==> src/rtl/photon_beetle_pkg.sv <==
// ----------------------------------------------------------------------------
// photon_beetle_pkg : shared types and constants for the PHOTON-Beetle hash ctrl
// Revision: 1.0
// ----------------------------------------------------------------------------
`default_nettype none

package photon_beetle_pkg;

    typedef enum logic [2:0] {
        ST_IDLE  = 3'd0,
        ST_CLEAR = 3'd1,
        ST_LOAD1 = 3'd2,
        ST_PAD1  = 3'd3,
        ST_PERM  = 3'd4,
        ST_LOADR = 3'd5,
        ST_CONST = 3'd6,
        ST_SQ    = 3'd7
    } state_t;

    // Where the permutation hands control back to once its 12 rounds finish
    typedef enum logic [1:0] {
        PH_LOADR = 2'd0,
        PH_SQ0   = 2'd1,
        PH_SQ1   = 2'd2
    } phase_t;

    localparam int         ROUNDS       = 12;
    localparam int         FIRST_LANES  = 4;
    localparam logic [1:0] CONST_PADDED = 2'd1;
    localparam logic [1:0] CONST_FULL   = 2'd2;

    // Byte counts of 0 or above 4 on a last beat are taken as a full word
    function automatic logic [2:0] eff_bytes(input logic [2:0] bytes);
        return ((bytes == 3'd0) || (bytes > 3'd4)) ? 3'd4 : bytes;
    endfunction

endpackage

`default_nettype wire

==> src/rtl/photon_pad_word.sv <==
// ----------------------------------------------------------------------------
// photon_pad_word : inserts the 0x01 pad byte into a short final beat
// Revision: 1.0
// ----------------------------------------------------------------------------
`default_nettype none

module photon_pad_word
    import photon_beetle_pkg::*;
(
    input  logic [31:0] data,
    input  logic [2:0]  bytes,
    input  logic        last,
    output logic [31:0] word
);

    logic [2:0] w_bytes;

    assign w_bytes = eff_bytes(bytes);

    always_comb begin
        word = data;
        if (last && (w_bytes < 3'd4)) begin
            for (int k = 0; k < 4; k++) begin
                if (3'(k) == w_bytes) begin
                    word[8*k +: 8] = 8'h01;
                end else if (3'(k) > w_bytes) begin
                    word[8*k +: 8] = 8'h00;
                end
            end
        end
    end

endmodule

`default_nettype wire

==> src/rtl/photon_beetle_hash_ctrl.sv <==
// ----------------------------------------------------------------------------
// photon_beetle_hash_ctrl : sequences clear/absorb/permute/squeeze for the hash
// Revision: 1.0
// ----------------------------------------------------------------------------
`default_nettype none

module photon_beetle_hash_ctrl
    import photon_beetle_pkg::*;
(
    input  logic        clock,
    input  logic        reset,
    input  logic        io_start,
    input  logic        io_empty,
    output logic        io_busy,
    input  logic        io_in_valid,
    output logic        io_in_ready,
    input  logic [31:0] io_in_data,
    input  logic        io_in_last,
    input  logic [2:0]  io_in_bytes,
    output logic        io_clear,
    output logic        io_absorb_en,
    output logic [1:0]  io_absorb_idx,
    output logic [31:0] io_absorb_data,
    output logic        io_perm_en,
    output logic [3:0]  io_round,
    output logic        io_const_en,
    output logic [1:0]  io_const_val,
    output logic        io_tag_valid,
    input  logic        io_tag_ready,
    output logic        io_tag_half,
    output logic        io_done
);

    localparam logic [3:0] C_LAST_ROUND = 4'(ROUNDS - 1);
    localparam logic [1:0] C_LAST_LANE  = 2'(FIRST_LANES - 1);

    state_t      r_state;
    phase_t      r_phase;
    logic [1:0]  r_beat;
    logic [3:0]  r_round;
    logic        r_empty;
    logic        r_busy;
    logic        r_in_ready;
    logic        r_clear;
    logic        r_pad;
    logic        r_perm_en;
    logic        r_const_en;
    logic [1:0]  r_const_val;
    logic        r_tag_valid;
    logic        r_tag_half;

    logic        w_accept;
    logic        w_short;
    logic [31:0] w_padded;

    assign w_accept = r_in_ready & io_in_valid;
    assign w_short  = io_in_last & (eff_bytes(io_in_bytes) != 3'd4);

    photon_pad_word u_pad (
        .data  (io_in_data),
        .bytes (io_in_bytes),
        .last  (io_in_last),
        .word  (w_padded)
    );

    always_ff @(posedge clock) begin
        if (reset) begin
            r_state     <= ST_IDLE;
            r_phase     <= PH_LOADR;
            r_beat      <= 2'd0;
            r_round     <= 4'd0;
            r_empty     <= 1'b0;
            r_busy      <= 1'b0;
            r_in_ready  <= 1'b0;
            r_clear     <= 1'b0;
            r_pad       <= 1'b0;
            r_perm_en   <= 1'b0;
            r_const_en  <= 1'b0;
            r_const_val <= 2'd0;
            r_tag_valid <= 1'b0;
            r_tag_half  <= 1'b0;
        end else begin
            r_clear     <= 1'b0;
            r_pad       <= 1'b0;
            r_const_en  <= 1'b0;
            r_const_val <= 2'd0;
            case (r_state)
                ST_IDLE: begin
                    if (io_start) begin
                        r_state <= ST_CLEAR;
                        r_busy  <= 1'b1;
                        r_clear <= 1'b1;
                        r_empty <= io_empty;
                        r_beat  <= 2'd0;
                    end
                end
                ST_CLEAR: begin
                    if (r_empty) begin
                        r_state     <= ST_CONST;
                        r_const_en  <= 1'b1;
                        r_const_val <= CONST_PADDED;
                    end else begin
                        r_state    <= ST_LOAD1;
                        r_in_ready <= 1'b1;
                    end
                end
                ST_LOAD1: begin
                    if (w_accept) begin
                        if (io_in_last) begin
                            r_in_ready <= 1'b0;
                            if (w_short) begin
                                r_state     <= ST_CONST;
                                r_const_en  <= 1'b1;
                                r_const_val <= CONST_PADDED;
                                r_beat      <= 2'd0;
                            end else if (r_beat == C_LAST_LANE) begin
                                r_state     <= ST_CONST;
                                r_const_en  <= 1'b1;
                                r_const_val <= CONST_FULL;
                                r_beat      <= 2'd0;
                            end else begin
                                // Full last word with rate space left: pad in the next lane
                                r_state <= ST_PAD1;
                                r_pad   <= 1'b1;
                                r_beat  <= r_beat + 2'd1;
                            end
                        end else if (r_beat == C_LAST_LANE) begin
                            r_in_ready <= 1'b0;
                            r_state    <= ST_PERM;
                            r_phase    <= PH_LOADR;
                            r_perm_en  <= 1'b1;
                            r_round    <= 4'd0;
                            r_beat     <= 2'd0;
                        end else begin
                            r_beat <= r_beat + 2'd1;
                        end
                    end
                end
                ST_PAD1: begin
                    r_state     <= ST_CONST;
                    r_const_en  <= 1'b1;
                    r_const_val <= CONST_PADDED;
                    r_beat      <= 2'd0;
                end
                ST_PERM: begin
                    if (r_round == C_LAST_ROUND) begin
                        r_perm_en <= 1'b0;
                        r_round   <= 4'd0;
                        case (r_phase)
                            PH_LOADR: begin
                                r_state    <= ST_LOADR;
                                r_in_ready <= 1'b1;
                            end
                            PH_SQ0: begin
                                r_state     <= ST_SQ;
                                r_tag_valid <= 1'b1;
                                r_tag_half  <= 1'b0;
                            end
                            default: begin
                                r_state     <= ST_SQ;
                                r_tag_valid <= 1'b1;
                                r_tag_half  <= 1'b1;
                            end
                        endcase
                    end else begin
                        r_round <= r_round + 4'd1;
                    end
                end
                ST_LOADR: begin
                    if (w_accept) begin
                        r_in_ready <= 1'b0;
                        if (io_in_last) begin
                            r_state     <= ST_CONST;
                            r_const_en  <= 1'b1;
                            r_const_val <= w_short ? CONST_PADDED : CONST_FULL;
                        end else begin
                            r_state   <= ST_PERM;
                            r_phase   <= PH_LOADR;
                            r_perm_en <= 1'b1;
                            r_round   <= 4'd0;
                        end
                    end
                end
                ST_CONST: begin
                    r_state   <= ST_PERM;
                    r_phase   <= PH_SQ0;
                    r_perm_en <= 1'b1;
                    r_round   <= 4'd0;
                end
                ST_SQ: begin
                    if (io_tag_ready) begin
                        r_tag_valid <= 1'b0;
                        if (!r_tag_half) begin
                            r_state   <= ST_PERM;
                            r_phase   <= PH_SQ1;
                            r_perm_en <= 1'b1;
                            r_round   <= 4'd0;
                        end else begin
                            r_state    <= ST_IDLE;
                            r_tag_half <= 1'b0;
                            r_busy     <= 1'b0;
                        end
                    end
                end
                default: begin
                    r_state <= ST_IDLE;
                end
            endcase
        end
    end

    assign io_busy        = r_busy;
    assign io_in_ready    = r_in_ready;
    assign io_clear       = r_clear;
    assign io_perm_en     = r_perm_en;
    assign io_round       = r_round;
    assign io_const_en    = r_const_en;
    assign io_const_val   = r_const_val;
    assign io_tag_valid   = r_tag_valid;
    assign io_tag_half    = r_tag_half;
    assign io_absorb_en   = w_accept | r_pad;
    assign io_absorb_idx  = io_absorb_en ? r_beat : 2'd0;
    assign io_absorb_data = r_pad ? 32'h0000_0001 : (w_accept ? w_padded : 32'h0);
    assign io_done        = r_tag_valid & io_tag_ready & r_tag_half;

endmodule

`default_nettype wire
==> config.mk <==
export PLATFORM = sky130hd
export DESIGN_NAME = photon_beetle_hash_ctrl
export DESIGN_NICKNAME = d
export VERILOG_FILES = /design/src/rtl/photon_beetle_pkg.sv /design/src/rtl/photon_pad_word.sv /design/src/rtl/photon_beetle_hash_ctrl.sv
export SDC_FILE = /design/constraint.sdc
export NUM_CORES = 1
export LEC_CHECK = 0
export BUFFER_PORTS_ARGS = -buffer_cell sky130_fd_sc_hd__buf_4
export CAP_MARGIN = 0
export CORE_MARGIN = 3
export CORE_UTILIZATION = 42
export CTS_CLUSTER_DIAMETER = 120
export DETAILED_ROUTE_END_ITERATION = 7
export HOLD_SLACK_MARGIN = 0.08
export MAX_ROUTING_LAYER = met4
export PLACE_DENSITY = 0.76
export SLEW_MARGIN = 20
export SYNTH_ARGS = -nofsm -noshare
export SYNTH_HDL_FRONTEND = slang
export SYNTH_SLANG_ARGS = --single-unit
==> constraint.sdc <==
create_clock -name clock -period 2.4 [get_ports clock]
set_input_delay 0 -clock clock [delete_from_list [all_inputs] [get_ports clock]]
set_output_delay 0 -clock clock [all_outputs]
set_load 0.02 [all_outputs]
==> impl_metrics.csv <==
group,metric,value,unit
logic_synthesis,seq_area_frac_synth,28.95,%
setup_path,crit_chain,"nand3_1 -> buf_4 -> o21a_1 -> o21ai_0 -> a21oi_1 -> dlygate4sd3_1",
logic_synthesis,yosysMostFrequentCell,"and2_1",
global_routing,grt-ovfl-total,0,
sta,finalCriticalPeriod,2.191,ns
logic_synthesis,yosys.area.top_type,"dfxtp_1",
setup_path,crit_fanout,23,
global_routing,antenna_found_initial,0,
sta,worst_slew_pin_slew,0.7210,ns
sta,finalSetupViolCount,0,
sta,fin_skew,0.01294,ns
clock_network,numCtsBuffers,3,
logic_synthesis,async_reset_ff_share,0,%
sta,finalHoldViolCount,0,
clock_network,cts_tree,"built",
setup_path,path_buf_inv,2,
clock_network,insertion_delay,0.33,ns
logic_synthesis,post_synth_num_cell_types,48,
setup_path,cp.arrival,2.43,ns
placement,portBuffers,90,
detailed_routing,drc,0,
detailed_routing,post_drt_via_cell_ratio,5.168,
logic_synthesis,syn_area,1521,sq um
setup_path,cp_num_cells,6,
sta,grt_setup_unrepaired,"false",
detailed_routing,num_vias,1788,
detailed_routing,wl_per_cell,14.56,um
final_layout,multiInputGateArea,1017,sq um
detailed_routing,postRouteAntennaNets,0,
global_routing,grt_start_max_net_pins,24,
clock_network,cts.htree.levels,1,
clock_network,clk_pin_slew,0.14,ns
setup_path,slowest_delay,0.78,ns
die,rows,21,
detailed_routing,dr.pass1.iters,4,
global_routing,grt.met2_usage,40.77,%
clock_network,cts.path.max_buffers,2,
die,die-height,66.19,um
sta,tns,0,ns
sta,fmax,456.3,MHz
sta,finalCritPeriodShare,91.31,%
setup_path,r2r-end,"io_busy$_SDFFE_PP0P_",
logic_synthesis,synthFlopType,"dfxtp_1",
setup_path,reg2regPathDepth,6,
die,die_w,66.19,um
placement,hpwl,3870,um
setup_path,r2r_start,"r_state[1]$_SDFFE_PP0P_",
die,dieArea,4380,sq um
sta,setup_ws,0.2086,ns
setup_path,endpoint_kind,"register",
logic_synthesis,synth_seq_cells,22,
global_routing,grt.busiest_layer,"met2",
final_layout,fill_cells,326,
global_routing,grt_pass1_vias,1633,
logic_synthesis,synthesis.nets,247,
clock_network,cts-root-buf,"clkbuf_4",
power_and_ir_drop,peakVddDrop,441.5,uV
placement,place_congestion,0.8968,
logic_synthesis,ys_warn_count,0,
global_routing,grt_usage,24.08,%
global_routing,globalRouteMet3Util,3.231,%
global_routing,grt_first_pass_wirelength,8073,um
flow_run,drv_cap,0,
sta,slew_headroom,51.56,%
min_path,min_path_cells,4,
setup_path,regToRegSetupSlack,0.21,ns
min_path,hp-class,"input port to register",
logic_synthesis,syn_area_per_cell,7.532,sq um
final_layout,nNetsFinal,346,
clock_network,cts_sinks,22,
die,fp.coreArea,3416,sq um
min_path,min_from,"io_in_bytes[1]",
setup_path,crit_type,"register to register",
setup_path,cp.required,2.64,ns
setup_path,slowest_stage,"dfxtp_1",
logic_synthesis,synth_edf_count,0,
power_and_ir_drop,power.leakage,0.001131,uW
setup_path,critPathTopFamily,"flip-flops",
setup_path,critPathLaunchType,"register",
final_layout,diodes,0,
final_layout,regArea,441.7,sq um
placement,dpl_worst_slack,0.4452,ns
global_routing,grt_use_met1,31.43,%
sta,holdWs,0.2620,ns
detailed_routing,routed_wirelength,5038,um
sta,slew_violations,0,
detailed_routing,drt_iter0_markers,131,
logic_synthesis,yosys-top-cells-count,"30 x and2_1, 22 x dfxtp_1, 22 x nor2_1, 16 x o21ai_0, 15 x a21oi_1",
power_and_ir_drop,power.density,716.0,nW/um^2
final_layout,drive_above_1_share,35.33,%
min_path,whs_endpoint,"io_const_val[1]$_SDFF_PP0_",
die,io_pins,91,
logic_synthesis,syn_inst,202,
logic_synthesis,synth_area_leaders,"dfxtp_1 29%, and2_1 12%, nor2_1 5.4%",
die,start_util,44.54,%
final_layout,area_delta_synth_final,56.17,%
run_status,status,"completed",
logic_synthesis,synth_top_area_share,28.95,%
-- worst max path at each step --
| stage | startpoint | endpoint | slack [ns] |
|---|---|---|---|
| 2_1_floorplan | io_round[0]$_SDFFE_PP0P_ | r_state[2]$_SDFFE_PP0P_ | 0.61 |
| 3_3_place_gp | r_state[1]$_SDFFE_PP0P_ | r_state[2]$_SDFFE_PP0P_ | 0.48 |
| 3_5_place_dp | io_in_bytes[0] | io_absorb_data[2] | 0.45 |
| 4_1_cts | r_state[2]$_SDFFE_PP0P_ | io_tag_valid$_SDFFE_PP0P_ | 0.15 |
| 5_1_grt | r_state[1]$_SDFFE_PP0P_ | io_busy$_SDFFE_PP0P_ | 0.02 |
| 6_report | r_state[1]$_SDFFE_PP0P_ | io_busy$_SDFFE_PP0P_ | 0.21 |
-- registers in the layout, indices dropped and copies added, names as in the netlist --
| name | count |
|---|---|
| r_phase | 2 |
| io_round | 4 |
| r_empty | 1 |
| io_in_ready | 1 |
| io_const_val | 2 |
| io_clear | 1 |
| r_beat | 2 |
| io_tag_half | 1 |
| io_perm_en | 1 |
| io_busy | 1 |
| io_const_en | 1 |
| r_state | 3 |
| io_tag_valid | 1 |
| r_pad | 1 |
-- power breakdown --
| group | switching (uW) | total, uW | internal (uW) |
|---|---|---|---|
| sequential | 126 | 553 | 427 |
| clock | 127 | 296 | 169 |
| combinational | 459 | 852 | 393 |
-- placed cells by master, fill, tap and decap left out, types with 2 or more instances in the layout --
cell,count
or3_1,4
nor3b_1,2
clkbuf_4,3
mux2i_1,3
nand2_1,11
and3_1,4
nor3_1,5
buf_4,92
nor2b_1,8
inv_1,7
or2_2,2
or4b_1,2
nor2_1,22
o22ai_1,2
o21ai_0,16
a21oi_1,15
and2_1,30
nor4_1,2
or3b_2,2
ha_1,3
dlygate4sd3_1,9
dfxtp_1,21
o21a_1,4
nand3_1,4
nand2b_1,2
nand4_1,2
-- per-layer routing --
layer	up-vias	wire length, um
li1	920	-
met1	803	2209
met2	61	2523
met3	4	277
met4	0	27
met5	-	0
-- final cells by class --
type | instances | area share (%)
multi-input cells | 166 | 42.81
well taps | 46 | 2.422
flip-flops and latches | 22 | 18.59
inverters | 7 | 1.106
repair buffers | 101 | 32.86
clock buffers | 3 | 0.9479
clock inverters | 1 | 1.264
-- tightest hold or removal path, delay by kind of cell --
kind,cells,cell delay (ns)
and+or+nand+nor,3,0.49
buffers and inverters,1,0.08
-- what timing repair did --
action / in CTS / in global routing
gates resized for setup: 0 / 1
hold buffers: 9 / 0
setup buffers: 0 / 0
endpoints found under the setup margin: 0 / 1
endpoints found under the hold margin: 20 / 0
-- kinds of logic after synthesis --
logic type                 synth area share (%)
and+or+nand+nor                           39.97
AOI/OAI and AO/OA                         22.45
DFF                                       28.95
buffers and inverters                     4.194
muxes                                     1.974
adders and majority gates                 2.467
-- stage by stage --
| stage | total power (uW) | util (%) | std cells | area [sq um] |
|---|---|---|---|---|
| floorplan | 1108 | - | 202 | 1521 |
| global placement | 1366 | 65.35 | 333 | 2232 |
| detailed placement | 1378 | 65.35 | 333 | 2232 |
| CTS | 1697 | 69.52 | 346 | 2375 |
| global route | 1826 | 69.56 | 346 | 2376 |
| finish | 1701 | 69.56 | 346 | 2376 |
Note: power is estimated with default switching activity, not from simulation.
